**config.mk**
```make
export PLATFORM = sky130hd
export DESIGN_NAME = serial_fs
export DESIGN_NICKNAME = d
export VERILOG_FILES = /design/src/rtl/serial_fs.sv
export SDC_FILE = /design/constraint.sdc
export NUM_CORES = 1
export LEC_CHECK = 0
export CELL_PAD_IN_SITES_DETAIL_PLACEMENT = 1
export CELL_PAD_IN_SITES_GLOBAL_PLACEMENT = 2
export CORE_MARGIN = 2
export CORE_UTILIZATION = 34
export DETAILED_ROUTE_END_ITERATION = 7
export PLACE_DENSITY = 0.78
export SLEW_MARGIN = 20
export SYNTH_ARGS = -nofsm -noshare
export SYNTH_HDL_FRONTEND = slang
export SYNTH_SLANG_ARGS = --single-unit
```
**constraint.sdc**
```tcl
create_clock -name clk -period 1.9 [get_ports clk]
set_input_delay 0.38 -clock clk [delete_from_list [all_inputs] [get_ports clk]]
set_output_delay 0.38 -clock clk [all_outputs]
set_load 0.01 [all_outputs]
```
**src/rtl/serial_fs.sv**
```systemverilog
// Bit-serial full subtractor: d = a - b - bin (mod 2^WIDTH), one bit per clock, LSB first.
// Optional signed-overflow output enabled by defining SERIAL_FS_OVF_EN.
module serial_fs #(
    parameter int WIDTH = 3
) (
    input  logic             clk,
    input  logic             rst_n,
    input  logic             start,
    input  logic [WIDTH-1:0] a,
    input  logic [WIDTH-1:0] b,
    input  logic             bin,
    output logic             busy,
    output logic             done,
    output logic [WIDTH-1:0] d,
    output logic             bout
`ifdef SERIAL_FS_OVF_EN
   ,output logic             ovf
`endif
);
    localparam int CW = $clog2(WIDTH + 1);

    typedef enum logic [1:0] {IDLE, RUN, DONE} state_t;

    state_t           state_q, state_d;
    logic [WIDTH-1:0] a_q, a_d, b_q, b_d, res_q, res_d, d_q, d_d;
    logic [CW-1:0]    cnt_q, cnt_d;
    logic             br_q, br_d, bout_q, bout_d;
    logic             x, y, dbit;
`ifdef SERIAL_FS_OVF_EN
    logic             amsb_q, amsb_d, bmsb_q, bmsb_d, ovf_q, ovf_d;
`endif

    assign x    = a_q[0];
    assign y    = b_q[0];
    assign dbit = x ^ y ^ br_q;

    always_comb begin
        state_d = state_q;
        a_d     = a_q;
        b_d     = b_q;
        br_d    = br_q;
        cnt_d   = cnt_q;
        res_d   = res_q;
        d_d     = d_q;
        bout_d  = bout_q;
`ifdef SERIAL_FS_OVF_EN
        amsb_d  = amsb_q;
        bmsb_d  = bmsb_q;
        ovf_d   = ovf_q;
`endif
        case (state_q)
            IDLE: if (start) begin
                state_d = RUN;
                a_d     = a;
                b_d     = b;
                br_d    = bin;
                cnt_d   = '0;
`ifdef SERIAL_FS_OVF_EN
                amsb_d  = a[WIDTH-1];
                bmsb_d  = b[WIDTH-1];
`endif
            end
            RUN: begin
                // One extra RUN edge after the last bit publishes the result.
                if (cnt_q == CW'(WIDTH)) begin
                    state_d = DONE;
                    d_d     = res_q;
                    bout_d  = br_q;
`ifdef SERIAL_FS_OVF_EN
                    ovf_d   = (amsb_q ^ bmsb_q) & (res_q[WIDTH-1] ^ amsb_q);
`endif
                end else begin
                    res_d = (res_q >> 1) | (WIDTH'(dbit) << (WIDTH - 1));
                    a_d   = a_q >> 1;
                    b_d   = b_q >> 1;
                    br_d  = (~x & y) | (~x & br_q) | (y & br_q);
                    cnt_d = cnt_q + CW'(1);
                end
            end
            DONE:    state_d = IDLE;
            default: state_d = IDLE;
        endcase
    end

    always_ff @(posedge clk or negedge rst_n) begin
        if (!rst_n) begin
            state_q <= IDLE;
            a_q     <= '0;
            b_q     <= '0;
            br_q    <= 1'b0;
            cnt_q   <= '0;
            res_q   <= '0;
            d_q     <= '0;
            bout_q  <= 1'b0;
`ifdef SERIAL_FS_OVF_EN
            amsb_q  <= 1'b0;
            bmsb_q  <= 1'b0;
            ovf_q   <= 1'b0;
`endif
        end else begin
            state_q <= state_d;
            a_q     <= a_d;
            b_q     <= b_d;
            br_q    <= br_d;
            cnt_q   <= cnt_d;
            res_q   <= res_d;
            d_q     <= d_d;
            bout_q  <= bout_d;
`ifdef SERIAL_FS_OVF_EN
            amsb_q  <= amsb_d;
            bmsb_q  <= bmsb_d;
            ovf_q   <= ovf_d;
`endif
        end
    end

    assign busy = (state_q != IDLE);
    assign done = (state_q == DONE);
    assign d    = d_q;
    assign bout = bout_q;
`ifdef SERIAL_FS_OVF_EN
    assign ovf  = ovf_q;
`endif

endmodule
```
==> results.cfg, run 1 <==
[status]
status = finished clean

[global_route]
grt_pass1_wl_um = 2680
grt_max_degree = 19
grt_usage_pct = 13.1
grt_pass1_vias = 570
antenna_found_initial = 0
grt.overflow.total = 0

[synthesis]
ys_warn_count = 0
yosysTopAreaCellShare_pct = 51.7
synth.largest_area_cell = dfrtp_1
synth_seq_area_share_pct = 51.7
synthTopCellsByArea = dfrtp_1 (52%), mux2_4 (14%), mux2_2 (7.8%)
syn_avg_cell_area_um2 = 13.8
ys_ff_latch = 18
ys_types = 18
synth_cells = 63
netlist_area_um2 = 871
syn_nets = 75

[pwr]
p_comb_share_pct = 52.6
seqPwrFrac_pct = 37.6
clockPowerShare_pct = 9.8
p_leak_nw = 0.536
switchingPower_mw = 0.590
power.internal_mw = 1.23
p_per_area_nw_per_um2 = 1640
vdd_drop_max_uv = 833
swShare_pct = 32.4

[floorplanning]
fp.dieW_um = 54.6
dieHeight_um = 54.6
rows = 18
io_pins = 16
start_util_pct = 35.5
core_um2 = 2450
dieArea_um2 = 2980

[setup_path]
r2r_start = cnt_q[0]
worstPathMaxFanout = 4
cp.required_ns = 1.52
cp_data_arrival_time_ns = 1.42
r2r-end = br_q
crit_path_start_kind = flop
reg2reg_depth = 4
cp-end-kind = primary output
crit_type = flop to primary output
rrSetupSlack_ns = 0.31

[placement]
dp_hpwl_um = 1170
place.gp.congestion = 0.637
dp.cells = 109
port-buffer-count = 15
place_ws_ns = 0.0804

[sta]
hold_violations = 0
period_minus_slack_ns = 1.80
worstMarginPinSlew_ns = 0.351
maxSlewViolCount = 0
setup_ws_ns = 0.0966
setup_viol = 0
fin_skew_ns = 0.00883
fmax_mhz = 555
maxSlewHeadroom_pct = 76.5
rsz0062_at_grt = no
tns_ns = 0
min_period_over_period_pct = 94.9

[flow_run]
maxCapViolCount = 0

[drt]
dr_total_vias = 538
drc = 0
wire_per_inst_um = 13.6
first_pass_iters = 3
postRouteAntennaNets = 0
routed_wl_um = 1570
via_per_inst = 4.68
drtIter0Drc = 4

[final_layout]
multi_input_area_um2 = 394
diodes = 0
drive_above_1_share_pct = 35.3
seqCellArea_um2 = 453
final_cells = 115
area_growth_pct = 27.7
fillers = 262
final_nets = 99

[cts]
clkSinkCount = 18
clk_latency_ns = 0.28
path_clk_slew_ns = 0.10
clockBufferDepth = 2
numCtsBuffers = 3
cts_tree = built
cts-root-buf = clkbuf_4
hold_buffers = 0
h-tree-depth = 1

[hold_path]
holdCritPathClass = primary input to async pin
## cells in the final DEF (no fill, tap or decap)
cell             Yosys  routed
clkbuf_4             0       3
nor2b_2              1       1
mux2_4               8       8
a21oi_4              1       1
inv_1                4       4
clkdlybuf4s50_1      0      14
a21oi_1              2       2
or2_2                1       1
and2b_2              2       2
ha_1                 1       1
mux2i_1              5       5
fa_1                 1       1
mux2_2               6       6
a21o_2               1       1
nand2_1              4       4
dfrtp_2              0       2
dlymetal6s2s_1       0       1
nor2b_1              2       2
dfrtp_1             18      16
buf_4                0       5
nand2b_1             3       3
o21ai_0              2       2
## metal layers
metal,track usage (%),vias to the layer above,share of wire (%)
met3,2.46,2,2.2
met4,7.50,0,1.1
li1,-,259,-
met1,17.2,269,45
met2,20.2,8,52
met5,0,-,0
## how the worst max path moves through the flow
| stage | from | endpoint | slack (ns) |
|---|---|---|---|
| global placement | start | a_q[1] | 0.11 |
| floorplan | cnt_q[0] | a_q[1] | 0.42 |
| detailed placement | start | br_q | 0.08 |
| global route | state_q[0] | done | 0.05 |
| CTS | state_q[0] | busy | 0.006 |
| finish | state_q[0] | done | 0.1 |
## power groups by stage
stage               sequential, mW  combinational [mW]  clock (mW)
floorplan                    0.692               0.676           0
global placement             0.701               0.894           0
detailed placement           0.711               0.927           0
CTS                          0.701               0.954       0.194
global route                 0.714                1.05       0.198
finish                       0.685               0.958       0.178
## synthesized netlist by cell type
cell,instances
dfrtp_1,18
mux2_4,8
mux2_2,6
mux2i_1,5
inv_1,4
nand2_1,4
nand2b_1,3
a21oi_1,2
and2b_2,2
nor2b_1,2
o21ai_0,2
a21o_2,1
a21oi_4,1
buf_6,1
fa_1,1
ha_1,1
nor2b_2,1
or2_2,1
## layout make-up
| cell class | instances | share of cell area, % |
|---|---|---|
| clock buffers | 3 | 2.02 |
| inverters | 4 | 1.35 |
| multi-input cells | 40 | 35.4 |
| flip-flops and latches | 18 | 40.7 |
| well taps | 30 | 3.37 |
| repair buffers | 20 | 17.1 |
## repair_timing
item,CTS,global route
setup endpoints to repair,1,2
hold endpoints to repair,0,0
buffers inserted,2,1
gates resized for setup,2,1
cloned,0,0
## critical path, cell delays in order (launching register included)
cell and delay (ns):
dfrtp_2 0.42, and2b_2 0.20, clkdlybuf4s50_1 0.52
## cell families (layout without fill, tap and decap cells)
family	count (synthesis)	after routing	synth area share, %
muxes	19	19	27.3
AOI/OAI and AO/OA	6	6	5.17
DFF	18	18	51.7
buffers and inverters	5	27	3.02
and+or+nand+nor	13	13	9.05
adders and majority gates	2	2	3.74
## state kept, by name, summed over array words and instances (netlist names)
register and flops:
b_q 3, cnt_q 2, state_q 2, a_q 3, res_q 3, d 3
bout 1, br_q 1
## through the flow
step                hold slack [ns]  power (mW)  cell area, um2  util, %
finish                        0.414        1.82            1110     45.3
CTS                           0.408        1.85            1100     44.9
global placement              0.471        1.60            1060     43.3
global route                  0.420        1.96            1110     45.3
floorplan                    0.0844        1.37             871        -
detailed placement            0.484        1.64            1060     43.3
Note: power is estimated with default switching activity, not from simulation.
==> inputs of run 2 (changes only) <==
--- a/config.mk
+++ b/config.mk
@@ -8,9 +8,10 @@
 export CELL_PAD_IN_SITES_DETAIL_PLACEMENT = 1
 export CELL_PAD_IN_SITES_GLOBAL_PLACEMENT = 2
 export CORE_MARGIN = 2
-export CORE_UTILIZATION = 34
+export CORE_UTILIZATION = 36
+export CTS_BUF_LIST = sky130_fd_sc_hd__clkbuf_4 sky130_fd_sc_hd__clkbuf_8
 export DETAILED_ROUTE_END_ITERATION = 7
-export PLACE_DENSITY = 0.78
+export PLACE_DENSITY = 0.82
 export SLEW_MARGIN = 20
 export SYNTH_ARGS = -nofsm -noshare
 export SYNTH_HDL_FRONTEND = slang
==> run 2 against run 1 <==
  * Combinational power grew 2%
  * Core utilization grew 4.9 points
  * Global-route usage rose by 0.42 points
  * Non-clock buffer count rose by 1
  * Via count rose by 4.8%
  * Critical path depth is the same
  * Count of clock-buffer cells in the layout grew 1
  * Register-to-register slack improved by 0.03 ns
  * Largest cell class unchanged
  * Worst setup slack worse by 0.020 ns
==> results.cfg, run 2 (synthesis results as in run 1) <==
[sta]
worstMarginPinSlew_ns = 0.282
fmax_mhz = 549
setup_viol = 0
maxSlewHeadroom_pct = 81.2
hold_violations = 0
rsz0062_at_grt = no
tns_ns = 0
min_period_over_period_pct = 96.0
period_minus_slack_ns = 1.82
maxSlewViolCount = 0
fin_skew_ns = 0.00298

[setup_path]
r2r_start = cnt_q[0]
reg2reg_depth = 4
cpPeakStageDelay_ns = 0.52
r2r-end = b_q[0]
worst_path_max_delay_cell = clkdlybuf4s50_1
path_cells = and2b_2 -> clkdlybuf4s50_1
worstPathMaxFanout = 5
cp-end-kind = primary output
cp_data_arrival_time_ns = 1.44
crit_type = flop to primary output
rrSetupSlack_ns = 0.34
cp.required_ns = 1.52
crit_path_start_kind = flop
critPathBufInv = 1
path_delay_family = buffers and inverters

[floorplanning]
fp.dieW_um = 53.2
core_um2 = 2250
dieArea_um2 = 2830
start_util_pct = 38.6
io_pins = 16
rows = 17
dieHeight_um = 53.2

[global_route]
met1_usage_pct = 17.4
grt_pass1_vias = 572
grtUsageMet3_pct = 2.54
grt.overflow.total = 0
grt_usage_pct = 13.6
grtUsageMet2_pct = 20.0
top_usage_layer = met2
grt_max_degree = 19
antenna_found_initial = 0
grt_pass1_wl_um = 2580

[pwr]
p_leak_nw = 0.548
clockPowerShare_pct = 12.2
swShare_pct = 31.7
seqPwrFrac_pct = 36.3
vdd_drop_max_uv = 798
p_comb_share_pct = 51.5
switchingPower_mw = 0.601
p_per_area_nw_per_um2 = 1670
power.internal_mw = 1.29

[final_layout]
drive_above_1_share_pct = 36.8
area_growth_pct = 29.9
fillers = 245
layout_common_cells = dfrtp_1 (16), clkdlybuf4s50_1 (14), mux2_4 (8), mux2_2 (6), buf_4 (6)
seqCellArea_um2 = 453
multi_input_area_um2 = 394
mostFrequentLayoutCell = dfrtp_1
final_nets = 100
diodes = 0
fin_util_pct = 50.2

[drt]
first_pass_iters = 4
postRouteAntennaNets = 0
via_per_inst = 4.90
drtIter0Drc = 4
dr_total_vias = 564
routed_wl_um = 1570
wire_per_inst_um = 13.7
drc = 0

[placement]
place.gp.congestion = 0.666
port-buffer-count = 15
dp_hpwl_um = 1190

[cts]
clk_latency_ns = 0.29
h-tree-depth = 1
clockBufferDepth = 2
cts_tree = built
clkSinkCount = 18
numCtsBuffers = 3
cts-root-buf = clkbuf_4
path_clk_slew_ns = 0.10

[hold_path]
holdCritPathClass = primary input to async pin

[flow_run]
maxCapViolCount = 0

[status]
status = finished clean
-- run 2: area by class of cell --
cell class / count / area share, %
Multi-Input combinational cell: 40 / 34.8
Timing Repair Buffer: 21 / 17.5
Clock buffer: 4 / 3.21
Tap cell: 28 / 3.10
Inverter: 4 / 1.33
Sequential cell: 18 / 40.0
-- run 2: routing by layer --
layer	part of all wire, %	wire [um]
met2	50	778
met4	3.4	53
met5	0	0
met1	45	708
met3	1.9	30
-- run 2: through the flow --
| step | std cells | setup WS (ns) | cell area (um2) | hold WS [ns] | power (mW) |
|---|---|---|---|---|---|
| after floorplan | 63 | 0.419 | 871 | 0.0844 | 1.37 |
| after global placement | 108 | 0.158 | 1070 | 0.479 | 1.62 |
| after detailed placement | 108 | 0.123 | 1070 | 0.488 | 1.66 |
| after CTS | 114 | 0.00402 | 1120 | 0.402 | 1.92 |
| after global routing | 115 | 0.0172 | 1130 | 0.425 | 2.02 |
| final | 115 | 0.0769 | 1130 | 0.404 | 1.89 |
-- run 2: worst max path at each step --
stage	startpoint	end	slack (ns)	cells past startpoint
detailed placement	start	b_q[0]	0.12	4
floorplan	cnt_q[0]	a_q[1]	0.42	4
global placement	start	a_q[1]	0.16	4
global route	state_q[0]	done	0.02	2
CTS	state_q[0]	busy	0.004	2
finish	state_q[0]	done	0.08	2
-- run 2: what timing repair did --
| item | CTS | global route |
|---|---|---|
| hold endpoints to repair | 0 | 0 |
| buffers inserted | 2 | 1 |
| hold buffers | 0 | 0 |
| gates resized for setup | 2 | 1 |
| endpoints found under the setup margin | 1 | 2 |
-- run 2: power by group through the flow --
stage	sequential (mW)	clock [mW]	combinational, mW
2_1_floorplan	0.692	0	0.676
3_3_place_gp	0.703	0	0.917
3_5_place_dp	0.712	0	0.947
4_1_cts	0.701	0.242	0.978
5_1_grt	0.712	0.257	1.06
6_report	0.688	0.231	0.975
